$ cat src/rtl/m_wb_arb_pkg.sv
// m_wb_arb_pkg: constants shared by the writeback arbiter and its FIFO.
//   XLEN     - register-file write-port data width
//   REG_ZERO - hard-wired zero register index; writes to it are discarded
//   NREGS    - number of architectural registers tracked by the scoreboard
package m_wb_arb_pkg;
    localparam int         XLEN     = 32;
    localparam logic [4:0] REG_ZERO = 5'd0;
    localparam int         NREGS    = 32;
endpackage

$ cat src/rtl/m_wb_arb_fifo.sv
// m_wb_fifo: DEPTH-entry synchronous FIFO holding pending long-latency
// results ({wa,wd}) until a register-file write slot is free.
//   w_clk/w_rst_n    clock, async active-low reset (empties the FIFO)
//   i_push, i_din    enqueue when i_push (caller guarantees not full)
//   i_pop            dequeue head (caller guarantees not empty)
//   o_head           current head entry
//   o_cnt            occupancy, o_full / o_empty status flags
module m_wb_fifo
    import m_wb_arb_pkg::*;
#(
    parameter int DEPTH = 2,
    parameter int W     = 5 + XLEN
) (
    input  logic                     w_clk,
    input  logic                     w_rst_n,
    input  logic                     i_push,
    input  logic [W-1:0]             i_din,
    input  logic                     i_pop,
    output logic [W-1:0]             o_head,
    output logic [$clog2(DEPTH):0]   o_cnt,
    output logic                     o_full,
    output logic                     o_empty
);
    localparam int AW = $clog2(DEPTH);
    localparam int CW = AW + 1;

    logic [W-1:0]  r_mem [DEPTH];
    logic [AW-1:0] r_wp, r_rp;
    logic [CW-1:0] r_cnt;

    // DEPTH is a power of two, so pointers wrap by natural overflow.
    always_ff @(posedge w_clk or negedge w_rst_n) begin
        if (!w_rst_n) begin
            r_wp  <= '0;
            r_rp  <= '0;
            r_cnt <= '0;
        end else begin
            if (i_push) r_wp <= r_wp + 1'b1;
            if (i_pop)  r_rp <= r_rp + 1'b1;
            case ({i_push, i_pop})
                2'b10:   r_cnt <= r_cnt + 1'b1;
                2'b01:   r_cnt <= r_cnt - 1'b1;
                default: r_cnt <= r_cnt;
            endcase
        end
    end

    // Data storage needs no reset; r_cnt gates visibility.
    always_ff @(posedge w_clk) begin
        if (i_push) r_mem[r_wp] <= i_din;
    end

    assign o_head  = r_mem[r_rp];
    assign o_cnt   = r_cnt;
    assign o_full  = (r_cnt == CW'(DEPTH));
    assign o_empty = (r_cnt == '0);
endmodule

$ cat src/rtl/m_wb_arb.sv
// m_wb_arb: writeback arbiter in front of the register file's single write
// port. In-order pipeline writebacks have priority; out-of-order long-latency
// results bypass straight to the port when it is idle, otherwise wait in a
// small FIFO. A per-register busy scoreboard tracks issued long ops.
//   w_clk, w_rst_n                 clock, async active-low reset
//   w_p_we/w_p_wa/w_p_wd           pipeline writeback
//   w_l_valid/w_l_ready/w_l_wa/wd  long-latency result handshake
//   w_iss_v/w_iss_rd               long op issue (sets busy)
//   w_we/w_wa/w_wd                 register-file write port
//   w_busy                         pending long destinations
//   w_stall                        FIFO full, pipeline must freeze writeback
//   w_cnt                          FIFO occupancy
module m_wb_arb
    import m_wb_arb_pkg::*;
#(
    parameter int XLEN_P = XLEN,
    parameter int DEPTH  = 2
) (
    input  logic                   w_clk,
    input  logic                   w_rst_n,
    input  logic                   w_p_we,
    input  logic [4:0]             w_p_wa,
    input  logic [XLEN_P-1:0]      w_p_wd,
    input  logic                   w_l_valid,
    output logic                   w_l_ready,
    input  logic [4:0]             w_l_wa,
    input  logic [XLEN_P-1:0]      w_l_wd,
    input  logic                   w_iss_v,
    input  logic [4:0]             w_iss_rd,
    output logic                   w_we,
    output logic [4:0]             w_wa,
    output logic [XLEN_P-1:0]      w_wd,
    output logic [NREGS-1:0]       w_busy,
    output logic                   w_stall,
    output logic [$clog2(DEPTH):0] w_cnt
);
    localparam int W = 5 + XLEN_P;

    logic              w_p_req, w_l_req, w_hs;
    logic              w_full, w_empty;
    logic              w_push, w_pop, w_byp, w_we_raw;
    logic [W-1:0]      w_head;
    logic [4:0]        w_head_wa;
    logic [XLEN_P-1:0] w_head_wd;
    logic [NREGS-1:0]  w_set, w_clr;
    logic [NREGS-1:0]  r_busy;

    assign w_p_req   = w_p_we    && (w_p_wa != REG_ZERO);
    assign w_l_req   = w_l_valid && (w_l_wa != REG_ZERO);
    // Ready/stall depend only on FIFO state, never on the pipeline inputs.
    assign w_l_ready = !w_full;
    assign w_stall   = w_full;
    assign w_hs      = w_l_valid && w_l_ready;
    assign {w_head_wa, w_head_wd} = w_head;

    always_comb begin
        w_we_raw = 1'b0;
        w_wa     = REG_ZERO;
        w_wd     = '0;
        w_pop    = 1'b0;
        w_byp    = 1'b0;
        if (w_full) begin
            w_we_raw = 1'b1;
            w_wa     = w_head_wa;
            w_wd     = w_head_wd;
            w_pop    = 1'b1;
        end else if (w_p_req) begin
            w_we_raw = 1'b1;
            w_wa     = w_p_wa;
            w_wd     = w_p_wd;
        end else if (!w_empty) begin
            w_we_raw = 1'b1;
            w_wa     = w_head_wa;
            w_wd     = w_head_wd;
            w_pop    = 1'b1;
        end else if (w_l_req && w_l_ready) begin
            w_we_raw = 1'b1;
            w_wa     = w_l_wa;
            w_wd     = w_l_wd;
            w_byp    = 1'b1;
        end
    end

    // x0 long results complete the handshake but are never queued, so the
    // FIFO head is always a real destination.
    assign w_push = w_hs && w_l_req && !w_byp;
    // Reset must kill the write strobe immediately, even mid-cycle.
    assign w_we   = w_we_raw && w_rst_n;

    m_wb_fifo #(.DEPTH(DEPTH), .W(W)) u_fifo (
        .w_clk   (w_clk),
        .w_rst_n (w_rst_n),
        .i_push  (w_push),
        .i_din   ({w_l_wa, w_l_wd}),
        .i_pop   (w_pop),
        .o_head  (w_head),
        .o_cnt   (w_cnt),
        .o_full  (w_full),
        .o_empty (w_empty)
    );

    assign w_set = (w_iss_v && (w_iss_rd != REG_ZERO)) ? (NREGS'(1) << w_iss_rd) : '0;
    assign w_clr = (w_pop || w_byp) ? (NREGS'(1) << w_wa) : '0;

    // Set after clear so a same-cycle reissue of the retiring register wins.
    always_ff @(posedge w_clk or negedge w_rst_n) begin
        if (!w_rst_n) r_busy <= '0;
        else          r_busy <= ((r_busy & ~w_clr) | w_set) & ~NREGS'(1);
    end

    assign w_busy = r_busy;
endmodule
$ cat config.mk
export PLATFORM = sky130hd
export DESIGN_NAME = m_wb_arb
export DESIGN_NICKNAME = d
export VERILOG_FILES = /design/src/rtl/m_wb_arb_pkg.sv /design/src/rtl/m_wb_arb_fifo.sv /design/src/rtl/m_wb_arb.sv
export SDC_FILE = /design/constraint.sdc
export NUM_CORES = 1
export LEC_CHECK = 0
export BUFFER_PORTS_ARGS = -buffer_cell sky130_fd_sc_hd__clkbuf_2
export CAP_MARGIN = 20
export CORE_MARGIN = 2
export CORE_UTILIZATION = 40
export CTS_CLUSTER_DIAMETER = 80
export CTS_CLUSTER_SIZE = 20
export DETAILED_ROUTE_END_ITERATION = 16
export PLACE_DENSITY = 0.69
export SYNTH_ARGS = -nofsm -noshare
export SYNTH_HDL_FRONTEND = slang
export SYNTH_SLANG_ARGS = --single-unit
$ cat constraint.sdc
create_clock -name w_clk -period 5.5 [get_ports w_clk]
set_input_delay 1.65 -clock w_clk [delete_from_list [all_inputs] [get_ports w_clk]]
set_output_delay 1.65 -clock w_clk [all_outputs]
set_load 0.02 [all_outputs]
Word-level counts from Yosys, hierarchy flattened --
Memory sizes are Yosys's and may differ from the RTL's. Cells that the tools add are included.
Operators by class: equality and inequality tests 3, bitwise logic cells 3, magnitude comparators 0, shift-type cells 2, mux-type cells 23, multipliers 0, div/mod/pow operators 0, add/subtract/negate cells 4, reduce and logical (&&, ||, !) cells 16
Operators with widths (count):
- 32-bit 2-to-1 mux | 6
- 1-bit by 5-bit left shift with 32-bit output (first input constant) | 2
- 32-bit bitwise AND | 1
- 32-bit NOT | 1
- 32-bit bitwise OR | 1
- 5-bit 2-to-1 mux | 4
- 5-bit nonzero test | 3
- 1-bit 2-to-1 mux | 12
- 1-bit logical AND | 8
- 2-bit equality test (second input constant) | 2
- 2-bit case mux with 2 select lines | 1
- 1-bit adder (second input constant) | 2
- 2-bit by 1-bit adder with 2-bit output (second input constant) | 1
- 2-bit by 1-bit equality test with 1-bit output (second input constant) | 1
- 1-bit zero test | 2
- 2-bit zero test | 1
- 2-bit nonzero test | 1
- 2-bit by 1-bit subtractor with 2-bit output (second input constant) | 1
- 1-bit logical OR | 1
Word-level totals: bits in read-only memories 0, memories kept 1, register bits 35, output and inout port bits 74, logic and storage cells 56, latch bits 0, RAM bits 74, bits of input ports 84
Memory list:
- u_fifo.r_mem | words 2, bits a word 37, rd ports 1, clocked after memory_dff 0, write ports 1, line m_wb_arb_fifo.sv:27 | logic [W-1:0] r_mem [DEPTH];

Depth between registers and ports, before layout --
word-level depth 12, mapped depth 11, depth with buffers taken out 9

Cells and area by module --
A second synthesis with hierarchy kept.
Second synthesis, totals: cells, all modules 383, area, all modules 5102.4 um2
By module, submodules not included:
- m_wb_fifo | cells an instance 131, sequential area each 2322.2 um2, times used 1, area each 2936.6 um2
- m_wb_arb | cells an instance 252, sequential area each 775.7 um2, times used 1, area each 2165.8 um2

Least setup slack after synthesis --
OpenSTA, ideal clock, no wires.
path type input to output, from input w_p_wa[1], to output w_wd[10], slack 0.282 ns, data required time 3.850 ns, arrival 3.568 ns, path buffers 2, stages on the path 7, cell sequence or4_4 -> o21a_1 -> clkbuf_1 -> nor3_1 -> buf_2 -> a22oi_1 -> o22ai_1
On the way: longest elaborated chain between the ends 4
RTL lines:
- from (decl) | line m_wb_arb.sv:22 | input logic [4:0] w_p_wa,
- 5-bit nonzero test | line m_wb_arb.sv:48 | assign w_p_req = w_p_we && (w_p_wa != REG_ZERO);
- 1-bit logical AND | line m_wb_arb.sv:48
- 32-bit 2-to-1 mux | line m_wb_arb.sv:67 | end else if (w_p_req) begin
- 32-bit 2-to-1 mux | line m_wb_arb.sv:62 | if (w_full) begin
- to (decl) | line m_wb_arb.sv:32 | output logic [XLEN_P-1:0] w_wd,
Every way passes these cells.

Final worst setup path --
from input w_p_wa[0], to output w_wd[6]
The elaborated chain is that of the path after synthesis.

==> metrics.log <==
[metrics] TritonCTS clock tree: done
[metrics] distinct cell type count after synthesis: 46
[metrics] placer congestion estimate: just under 0.9
[metrics] # Post-CTS Setup Buffers: 0
[metrics] top library cells by usage in the layout, fill and taps aside: 156 x sky130_fd_sc_hd__clkbuf_2, 74 x sky130_fd_sc_hd__edfxtp_1, 63 x sky130_fd_sc_hd__nand2_1
[metrics] most prevalent standard cell on the critical path: sky130_fd_sc_hd__clkbuf_2
[metrics] yosys synthesis warning count: 0
[metrics] f_max: 193 MHz
[metrics] total via count after detailed routing: 4128
[metrics] fill cell instance count of the final layout: ~1100
[metrics] width of the die: 117 um
[metrics] detail-routed net length per standard cell: 16.7 um
[metrics] kind of start point of the critical path: primary input
[metrics] top cell type by total area after synthesis: sky130_fd_sc_hd__edfxtp_1
[metrics] critical setup path kind: in2out
[metrics] fraction of final layout cells sized beyond drive strength 1: 33.2%
[metrics] number of hold-repair buffers added at the cts stage: 0
[metrics] pin count of the biggest net entering global routing: 38
[metrics] post-synth net total: 518
[metrics] number of placement rows: a little over 40
[metrics] die area: 13600 um2
[metrics] result of the run: completed
[metrics] share of Yosys cell area claimed by the top area cell type: 43.7%
[metrics] Total Nets Final: 665
[metrics] most frequent standard cell in the layout excluding fill and tap cells: sky130_fd_sc_hd__clkbuf_2
[metrics] number of hold violations in the final report: 0
[metrics] category of the worst setup path capture point: output pin
[metrics] Worst Hold Margin: 0.511 ns
[metrics] Routed Wire Length: 12700 um
[metrics] Num CTS Buffers: 9
[metrics] clock latency at the later pin of the worst-skew pair: 0.34 ns
[metrics] post-synthesis sequential element count: 109
[metrics] area delta synth->final: 25.4%
[metrics] port buffer count: 156
[metrics] post-detail-place hpwl: 9030 um
[metrics] fin. max-slew vios: 0
[metrics] critical path data arrival time: around 3.5 ns
[metrics] Avg Synthesized Cell Area: 11.8 um2
[metrics] worst-path cell with the longest stage delay: sky130_fd_sc_hd__or4_4
[metrics] Max Buffers Root-to-Sink: 2
[metrics] global route overflow: 0
[metrics] post-synthesis instance area: 5090 um2
[metrics] wire length of the first global-routing pass: 18700 um
[metrics] clock transition at the registers of the reported paths: 0.07 ns
[metrics] leakage: between 2 and 3 nW
[metrics] Clock Skew: 0.00805 ns
[metrics] post-CTS resize count: 0
[metrics] total power divided by cell area: between 500 and 600 nW/um2
[metrics] aggregate global-route resource usage: 18.3%
[metrics] crit path buf inv count: 2
[metrics] worst slew pin tran: 1.13 ns
[metrics] number of antenna diodes: 0
[metrics] final period utilization: 94.2%
[metrics] maximum vdd drop: between 0.2 and 0.3 mV
[metrics] Die Y: 117 um
[metrics] count of mapped cells out of synthesis: 433
[metrics] number of vias per cell after detailed routing: 5.45
[metrics] Final ANT Viol Nets: 0
[metrics] Critical Path Max Stage Delay: roughly 0.55 ns
[metrics] initial core utilization: 40.7%
[metrics] crit-path leading delay family: simple AND/OR/NAND/NOR gates
[metrics] via count of the first global-routing pass: 3748
[metrics] number of ports placed on the die boundary: 158
[metrics] Worst slew margin: 24.4%
[metrics] max-cap viol count: 0
[metrics] number of design-rule violations left by the first detailed-router iteration: between 200 and 300
[metrics] antenna violations before repair: 0
[metrics] Critical Path Fanout Max: 33
[metrics] CP cell instances: clkbuf_2 -> or4_4 -> o211ai_4 -> nand2_2 -> o22ai_1 -> clkbuf_2
[metrics] setup repair after global routing missed its margin: no
[metrics] storage element area: 3100 um2
[metrics] clock sink count: 109
[metrics] Seq/Total Area, Yosys: 60.9%
[metrics] class of the tightest hold or removal check: reg2reg
[metrics] level count of the clock H-tree: 3
[metrics] post-route setup TNS: 0 ns
[metrics] placeable core region: between 10000 and 15000 um2
[metrics] DRC violation count after routing: 0
[metrics] final setup violation count: 0
[metrics] multi-input combinational cell area: 1850 um2
[metrics] clock tree root buffer cell: sky130_fd_sc_hd__clkbuf_16
[metrics] biggest area contributors in the synthesized netlist: sky130_fd_sc_hd__edfxtp_1 44%, sky130_fd_sc_hd__dfrtp_1 17%, sky130_fd_sc_hd__mux2i_1 6.3%, sky130_fd_sc_hd__a22oi_1 4.9%, sky130_fd_sc_hd__nand2_1 4.6%
[metrics] WP data required: a little under 4 ns
[metrics] length of the first detailed-routing pass in iterations: 8
[metrics] post-layout min period: 5.18 ns
flip-flops by register name (all words and copies together) (netlist names):
register and count:
u_fifo.r_mem 74, u_fifo.r_wp 1, w_busy 31, u_fifo.r_rp 1, u_fifo.o_cnt 2
per-stage QoR:
step	total power [mW]	instances	setup WS (ns)	utilization [%]	area (um2)
after floorplan	2.41	433	0.282	-	5090
after global placement	2.93	739	0.402	48.3	6040
after detailed placement	2.96	739	0.338	48.3	6040
after CTS	3.60	755	0.336	50.6	6330
after global routing	3.82	757	0.202	51.0	6380
final	3.60	757	0.321	51.0	6380
synth_stat cells (all sizes together):
cell type and count:
a211oi 1, a21boi 1, a21o 2, a21oi 6, a221o 1, a22o 1, a22oi 33, a31o 1
a32oi 2, and3 5, and3b 2, buf 13, clkbuf 14, clkinv 1, conb 1, dfrtp 35
edfxtp 74, ha 1, inv 12, mux2 5, mux2i 32, nand2 65, nand2b 4, nand3 11
nand3b 1, nor2 12, nor3 2, nor3b 5, nor4 1, nor4b 2, o2111ai 1, o211ai 3
o21a 3, o21ai 24, o22ai 33, o31ai 16, or4 2, xnor2 4, xor2 1
worst reg2reg max path, cell delays in order (launching register included):
cell,delay [ns]
sky130_fd_sc_hd__dfrtp_1,0.61
sky130_fd_sc_hd__nand2b_1,0.36
sky130_fd_sc_hd__nand2_2,0.20
sky130_fd_sc_hd__nand2_2,0.53
sky130_fd_sc_hd__buf_4,0.24
sky130_fd_sc_hd__clkinv_2,0.08
sky130_fd_sc_hd__a21oi_1,0.29
sky130_fd_sc_hd__nand3_1,0.41
sky130_fd_sc_hd__o31ai_1,0.35
sky130_fd_sc_hd__nand2_1,0.09
report_power, final:
group          switching [mW]  leakage (nW)  internal (mW)
registers               0.153          1.11           1.14
logic                    1.10          1.45          0.575
clock network           0.278         0.142          0.355
cell families after synthesis:
group	count (synthesis)	synth area share [%]
flops	109	60.9
simple gates	112	10.3
fa+ha+maj	1	0.246
other cells	1	0.0737
compound gates	128	17.0
mux	37	7.40
buf+inv	40	3.27
xor+xnor	5	0.860
per-layer routing:
layer / share of wire (%) / vias to the layer above / track usage, % / routed length [um]
met3: 9.4 / 20 / 5.56 / 1190
met2: 46 / 179 / 29.3 / 5800
met4: 2.0 / 0 / 7.92 / 250
met5: 0 / - / 0 / 0
met1: 43 / 1986 / 23.1 / 5420
li1: - / 1943 / - / -
layout make-up:
class | count | share of cell area (%)
Sequential cell | 109 | 48.6
Multi-Input combinational cell | 284 | 28.9
Timing Repair Buffer | 163 | 13.8
Clock buffer | 11 | 3.65
Tap cell | 172 | 3.37
Clock inverter | 5 | 0.941
Inverter | 13 | 0.784
final timing paths:
check	from	end	slack (ns)	depth (start not counted)
worst max register to register	u_fifo.o_cnt[0]	w_busy[21]	2.25	9
worst min register to register	w_busy[19]	w_busy[19]	0.51	2
worst min-delay path	w_busy[19]	w_busy[19]	0.51	2
worst max-delay path	w_p_wa[0]	w_wd[6]	0.32	6
max in group asynchronous	w_rst_n	u_fifo.r_rp	3.78	2
min in group asynchronous	w_rst_n	w_busy[18]	1.38	2
No activity file was read; power rests on OpenSTA's default activity.
